[config.mk]
export PLATFORM = sky130hd
export DESIGN_NAME = turing_tape_sched
export DESIGN_NICKNAME = d
export VERILOG_FILES = /design/src/rtl/turing_tape_sched_pkg.sv /design/src/rtl/turing_tape_sched_rr_arbiter.sv /design/src/rtl/turing_tape_sched.sv
export SDC_FILE = /design/constraint.sdc
export NUM_CORES = 1
export LEC_CHECK = 0
export ABC_AREA = 1
export BUFFER_PORTS_ARGS = -buffer_cell sky130_fd_sc_hd__buf_2
export CAP_MARGIN = 20
export CORE_MARGIN = 4
export CORE_UTILIZATION = 45
export CTS_BUF_LIST = sky130_fd_sc_hd__clkbuf_8
export CTS_CLUSTER_SIZE = 30
export DETAILED_ROUTE_END_ITERATION = 16
export HOLD_SLACK_MARGIN = 0.05
export PLACE_DENSITY = 0.77
export SKIP_CTS_REPAIR_TIMING = 1
export SLEW_MARGIN = 20
export SYNTH_ARGS = -nofsm -noshare
export SYNTH_HDL_FRONTEND = slang
export SYNTH_SLANG_ARGS = --single-unit
export TNS_END_PERCENT = 100
[constraint.sdc]
create_clock -name clk -period 1.4 [get_ports clk]
set_input_delay 0 -clock clk [delete_from_list [all_inputs] [get_ports clk]]
set_output_delay 0 -clock clk [all_outputs]
set_load 0.02 [all_outputs]
[src/rtl/turing_tape_sched_pkg.sv]
// Shared types and defaults for the tape-engine scheduler.
package turing_tape_sched_pkg;

  typedef enum logic [1:0] {
    S_IDLE = 2'd0,
    S_LOAD = 2'd1,
    S_RUN  = 2'd2,
    S_RESP = 2'd3
  } state_t;

  localparam int DEF_TAPE_W    = 10;
  localparam int DEF_MAX_STEPS = 25;
  localparam int DEF_CNT_W     = 5;

endpackage

[src/rtl/turing_tape_sched_rr_arbiter.sv]
// Round-robin pick: first set request at or after ptr, wrapping past NREQ-1.
module rr_arbiter #(
  parameter  int NREQ  = 2,
  localparam int IDX_W = $clog2(NREQ)
) (
  input  logic [NREQ-1:0]  req,
  input  logic [IDX_W-1:0] ptr,
  output logic [NREQ-1:0]  grant,
  output logic [IDX_W-1:0] idx,
  output logic             any
);

  logic [2*NREQ-1:0] doubled;
  logic [2*NREQ-1:0] rotated;
  logic [IDX_W:0]    sum;
  logic              found;

  // Rotating a doubled copy puts the requester at ptr into bit 0.
  assign doubled = {req, req};
  assign rotated = doubled >> ptr;
  assign any     = |req;

  always_comb begin
    grant = '0;
    idx   = '0;
    sum   = '0;
    found = 1'b0;
    for (int j = 0; j < NREQ; j++) begin
      if (!found && rotated[j]) begin
        found = 1'b1;
        sum   = {1'b0, ptr} + (IDX_W+1)'(j);
        if (sum >= (IDX_W+1)'(NREQ)) begin
          sum = sum - (IDX_W+1)'(NREQ);
        end
        idx   = sum[IDX_W-1:0];
        grant = NREQ'(1) << sum[IDX_W-1:0];
      end
    end
  end

endmodule

[src/rtl/turing_tape_sched.sv]
// Shares one external tape engine between NREQ requesters: arbitrate, load,
// step to halt or budget, then hold the result for the owner.
module turing_tape_sched
  import turing_tape_sched_pkg::*;
#(
  parameter  int NREQ      = 2,
  parameter  int TAPE_W    = DEF_TAPE_W,
  parameter  int MAX_STEPS = DEF_MAX_STEPS,
  parameter  int CNT_W     = DEF_CNT_W,
  localparam int IDX_W     = $clog2(NREQ)
) (
  input  logic                   clk,
  input  logic                   rst,
  input  logic [NREQ-1:0]        req_valid,
  input  logic [NREQ*TAPE_W-1:0] req_tape,
  output logic [NREQ-1:0]        req_ready,
  output logic [NREQ-1:0]        rsp_valid,
  output logic [TAPE_W-1:0]      rsp_tape,
  output logic                   rsp_timeout,
  input  logic [NREQ-1:0]        rsp_ready,
  output logic                   eng_load,
  output logic [TAPE_W-1:0]      eng_tape,
  output logic                   eng_step,
  input  logic                   eng_halt,
  input  logic [TAPE_W-1:0]      eng_tape_q,
  output logic                   busy,
  output logic [IDX_W-1:0]       owner
);

  state_t            state;
  logic [IDX_W-1:0]  ptr;
  logic [CNT_W-1:0]  count;
  logic [TAPE_W-1:0] job_tape;
  logic [NREQ-1:0]   gnt;
  logic [IDX_W-1:0]  gnt_idx;
  logic              gnt_any;
  logic              budget_done;

  rr_arbiter #(.NREQ(NREQ)) u_arb (
    .req   (req_valid),
    .ptr   (ptr),
    .grant (gnt),
    .idx   (gnt_idx),
    .any   (gnt_any)
  );

  // The step gate on the budget keeps the engine from taking a step past MAX_STEPS.
  assign budget_done = (count == CNT_W'(MAX_STEPS));
  assign eng_step    = (state == S_RUN) && !eng_halt && !budget_done;
  assign eng_load    = (state == S_LOAD);
  assign eng_tape    = job_tape;
  assign busy        = (state != S_IDLE);

  always_ff @(posedge clk) begin
    if (rst) begin
      state       <= S_IDLE;
      ptr         <= '0;
      count       <= '0;
      owner       <= '0;
      job_tape    <= '0;
      req_ready   <= '0;
      rsp_valid   <= '0;
      rsp_tape    <= '0;
      rsp_timeout <= 1'b0;
    end else begin
      req_ready <= '0;
      case (state)
        // The accept pulse occupies one IDLE cycle; the load follows it.
        S_IDLE: begin
          if (req_ready != '0) begin
            state <= S_LOAD;
          end else if (gnt_any) begin
            req_ready <= gnt;
            owner     <= gnt_idx;
            job_tape  <= req_tape[gnt_idx*TAPE_W +: TAPE_W];
          end
        end
        S_LOAD: begin
          count <= '0;
          state <= S_RUN;
        end
        S_RUN: begin
          if (eng_halt) begin
            rsp_tape    <= eng_tape_q;
            rsp_timeout <= 1'b0;
            rsp_valid   <= NREQ'(1) << owner;
            state       <= S_RESP;
          end else if (budget_done) begin
            rsp_tape    <= eng_tape_q;
            rsp_timeout <= 1'b1;
            rsp_valid   <= NREQ'(1) << owner;
            state       <= S_RESP;
          end else begin
            count <= count + 1'b1;
          end
        end
        S_RESP: begin
          if (rsp_ready[owner]) begin
            rsp_valid <= '0;
            ptr       <= (owner == IDX_W'(NREQ-1)) ? '0 : owner + 1'b1;
            state     <= S_IDLE;
          end
        end
        default: state <= S_IDLE;
      endcase
    end
  end

endmodule

==> summary.txt <==
Cells and area
  – # diodes: 0
  – Footprint of the multi-input gates: 857 sq um
  – Fillers: 312
  – Register area: 682 sq um
  – Ratio of cells with drive above 1 in the final layout: 30.7%
  – Nets@finish: 367
  – Area Growth Syn to Fin: 37.0%
  – Post-route insts no fill: 369

Critical path
  – WS Path Type: flip-flop to output port
  – Cell Chain, Critical Path: inv_2, ha_4, inv_2, nor2_2, inv_2, nor2_4, buf_6
  – Worst Path Required: 1.40 ns
  – Critical Path Sink: eng_step
  – Buf/Inv on CP: 4
  – Crit path from: state[0]
  – CP Capture Type: output port
  – Most used cell, CP: inv_2
  – R2R Setup Slk: 0.09 ns
  – Slowest CP cell: dfxtp_1
  – Crit Path Max Fanout: 5
  – Worst reg2reg path endpoint: rsp_tape[2]
  – Worst-case reg-to-reg path depth: 9
  – Critical Path AT: 1.34 ns
  – Origin of the critical flop-to-flop path: count[1]
  – Max incr delay on CP: 0.32 ns
  – Crit path launch type: flip-flop
  – Crit path depth: 7
  – Top delay family on crit path: buffers and inverters

Floorplanning
  – Die Y: 68.7 um
  – Core area: 0.00344 sq mm
  – Die W: 68.7 um
  – Ports: 66
  – Die area: 0.00472 sq mm
  – Rows: 21
  – Initial Utilization: 48.1%

Yosys
  – Syn avg cell area: 6.87 sq um
  – Most frequent cells after synthesis: nand2_1, nor2_1, dfxtp_1
  – Async set-or-reset flop fraction in the synthesized netlist: 0%
  – Post-synth EDFFs: 0
  – Warnings from Yosys: 0
  – Yosys top cell by area: dfxtp_1
  – Mapped Nets: 284
  – Top_reg_cell synth: dfxtp_1
  – Synth Instances: 241
  – Synth cell types: 24
  – Seq/Total Area, Yosys: 41.1%
  – Count leader, synth: nand2_1
  – Synth top area share: 41.1%
  – Synth Cell Area: 0.00166 sq mm
  – Synth area leaders: dfxtp_1, nand2_1, nor2_1, a21oi_1, ha_1
  – Yosys reg bits: 34

STA
  – Min Tclk post-route: 1.34 ns
  – Actual slew at the worst max-slew pin: 0.645 ns
  – Worst Hold Margin: 0.0624 ns
  – Final cycle utilization of the critical path: 95.4%
  – Clock Skew: 0.00368 ns
  – Max-slew violations: 0
  – Unrepaired setup endpoints after global routing: true
  – Max frequency: 749 MHz
  – Endpoints failing setup: 0
  – Max_slew headroom: 57.0%
  – Final hold vios: 0

Detailed routing
  – Final ANT Viol Nets: 0
  – WL final: 4030 um
  – Vias: 1732
  – DRC: 0
  – Via density: 4.69
  – Wirelength per Cell: 10.9 um
  – DRT iter0 DRCs: 79
  – Drt pass-1 iters: 4

Clock tree
  – Root buffer cell: clkbuf_8
  – CTS Buf Count: 5
  – CTS tree: done
  – CTS max path bufs: 2
  – CTS clk-pin slew, worst paths: 0.06 ns
  – Number of H-tree levels: 2
  – Clk_lat worst skew: 0.27 ns
  – Clk sink count: 34

Placed design
  – I/O Buffers: 65
  – Final HPWL DP: 2950 um
  – Final GP Congestion: 0.779
  – DP Cell Count: 352

GRT
  – Initial antenna violation count: 0
  – First-pass GRT wire length: 5960 um
  – Total track usage: 16.4%
  – Vias in the first global route: 1390
  – Gr ovfl total: 0
  – Largest net degree at the start of global routing: 22

Power and ir drop
  – Tot Pwr: 3450 uW
  – IR drop worst, VDD: 0.00122 V
  – LEAKAGE: 0.00117 uW
  – P per Cell Area: 1520 mW/mm^2

Hold path
  – Critical hold path startpoint: req_tape[10]
  – Hold Crit Class: primary input to flip-flop

Run status
  – Status: finished, final reports clean

Job
  – Max-cap violations: 0
sequential cells by signal (all words and copies together) (netlist names):
| signal | count |
|---|---|
| owner | 1 |
| state | 2 |
| req_ready | 2 |
| eng_tape | 10 |
| count | 5 |
| ptr | 1 |
| rsp_tape | 10 |
| rsp_timeout | 1 |
| rsp_valid | 2 |
final cells by class:
class,count,area share (%)
well taps,46,2.54
multi-input cells,177,37.8
flip-flops and latches,34,30.0
repair buffers,84,22.3
inverters,22,3.75
clock buffers,6,3.64
metrics by stage:
step	area, sq um	setup TNS [ns]	setup slack (ns)	util, %
after global routing	2270	-0.0540	-0.0203	65.9
final	2270	0	0.0645	65.9
after CTS	2110	-0.302	-0.0936	61.4
after global placement	2030	-0.0299	-0.00618	59.0
after floorplan	1660	0	0.0251	-
after detailed placement	2030	-0.0551	-0.0138	59.0
logic make-up after synthesis:
group / count (synthesis) / synth area share (%)
AND/OR/NAND/NOR: 135 / 34.0
flip-flops: 34 / 41.1
buffers and inverters: 30 / 9.06
adder cells (fa/ha/maj): 6 / 4.53
AO/OA/AOI/OAI: 36 / 11.3
worst reg2reg max path: stages, from the launching register on:
cell	delay [ns]
dfxtp_1	0.33
inv_1	0.04
ha_1	0.17
nand2_1	0.10
inv_1	0.08
nand3_4	0.10
nand2_4	0.12
inv_4	0.14
nor2_1	0.05
nor2_1	0.10
placed cells by master (no fill, tap or decap), drive strengths merged:
cell type    netlist  routed
a21oi             21      21
inv               22      22
ha                 6       6
nand4              4       4
buf                6      73
nor3               1       1
dfxtp             34      34
clkbuf             2       6
nand2             82      82
o21ai             15      15
nor2              38      38
nand3              9       9
nand3b             1       1
dlygate4sd3        0      11
worst min path at each step:
stage / end / cells after the start
after CTS: rsp_tape[1] / 3
final: eng_tape[0] / 5
after global placement: rsp_tape[1] / 3
after detailed placement: rsp_tape[1] / 3
after floorplan: eng_tape[0] / 1
after global routing: req_ready[0] / 3
metal layers:
layer  vias to the layer above  wire length, um  track usage [%]
met1                       776             1840             20.9
li1                        920                -                -
met2                        34             2010             27.2
met4                         0               34             5.96
met3                         2              151             3.40
met5                         -                0                0
where the power goes:
part	internal, uW	switching [uW]	leakage [uW]
Sequential	1170	122	0.000278
Combinational	548	923	0.000850
Clock	379	304	0.0000431
Power figures use the tool's default switching activity.
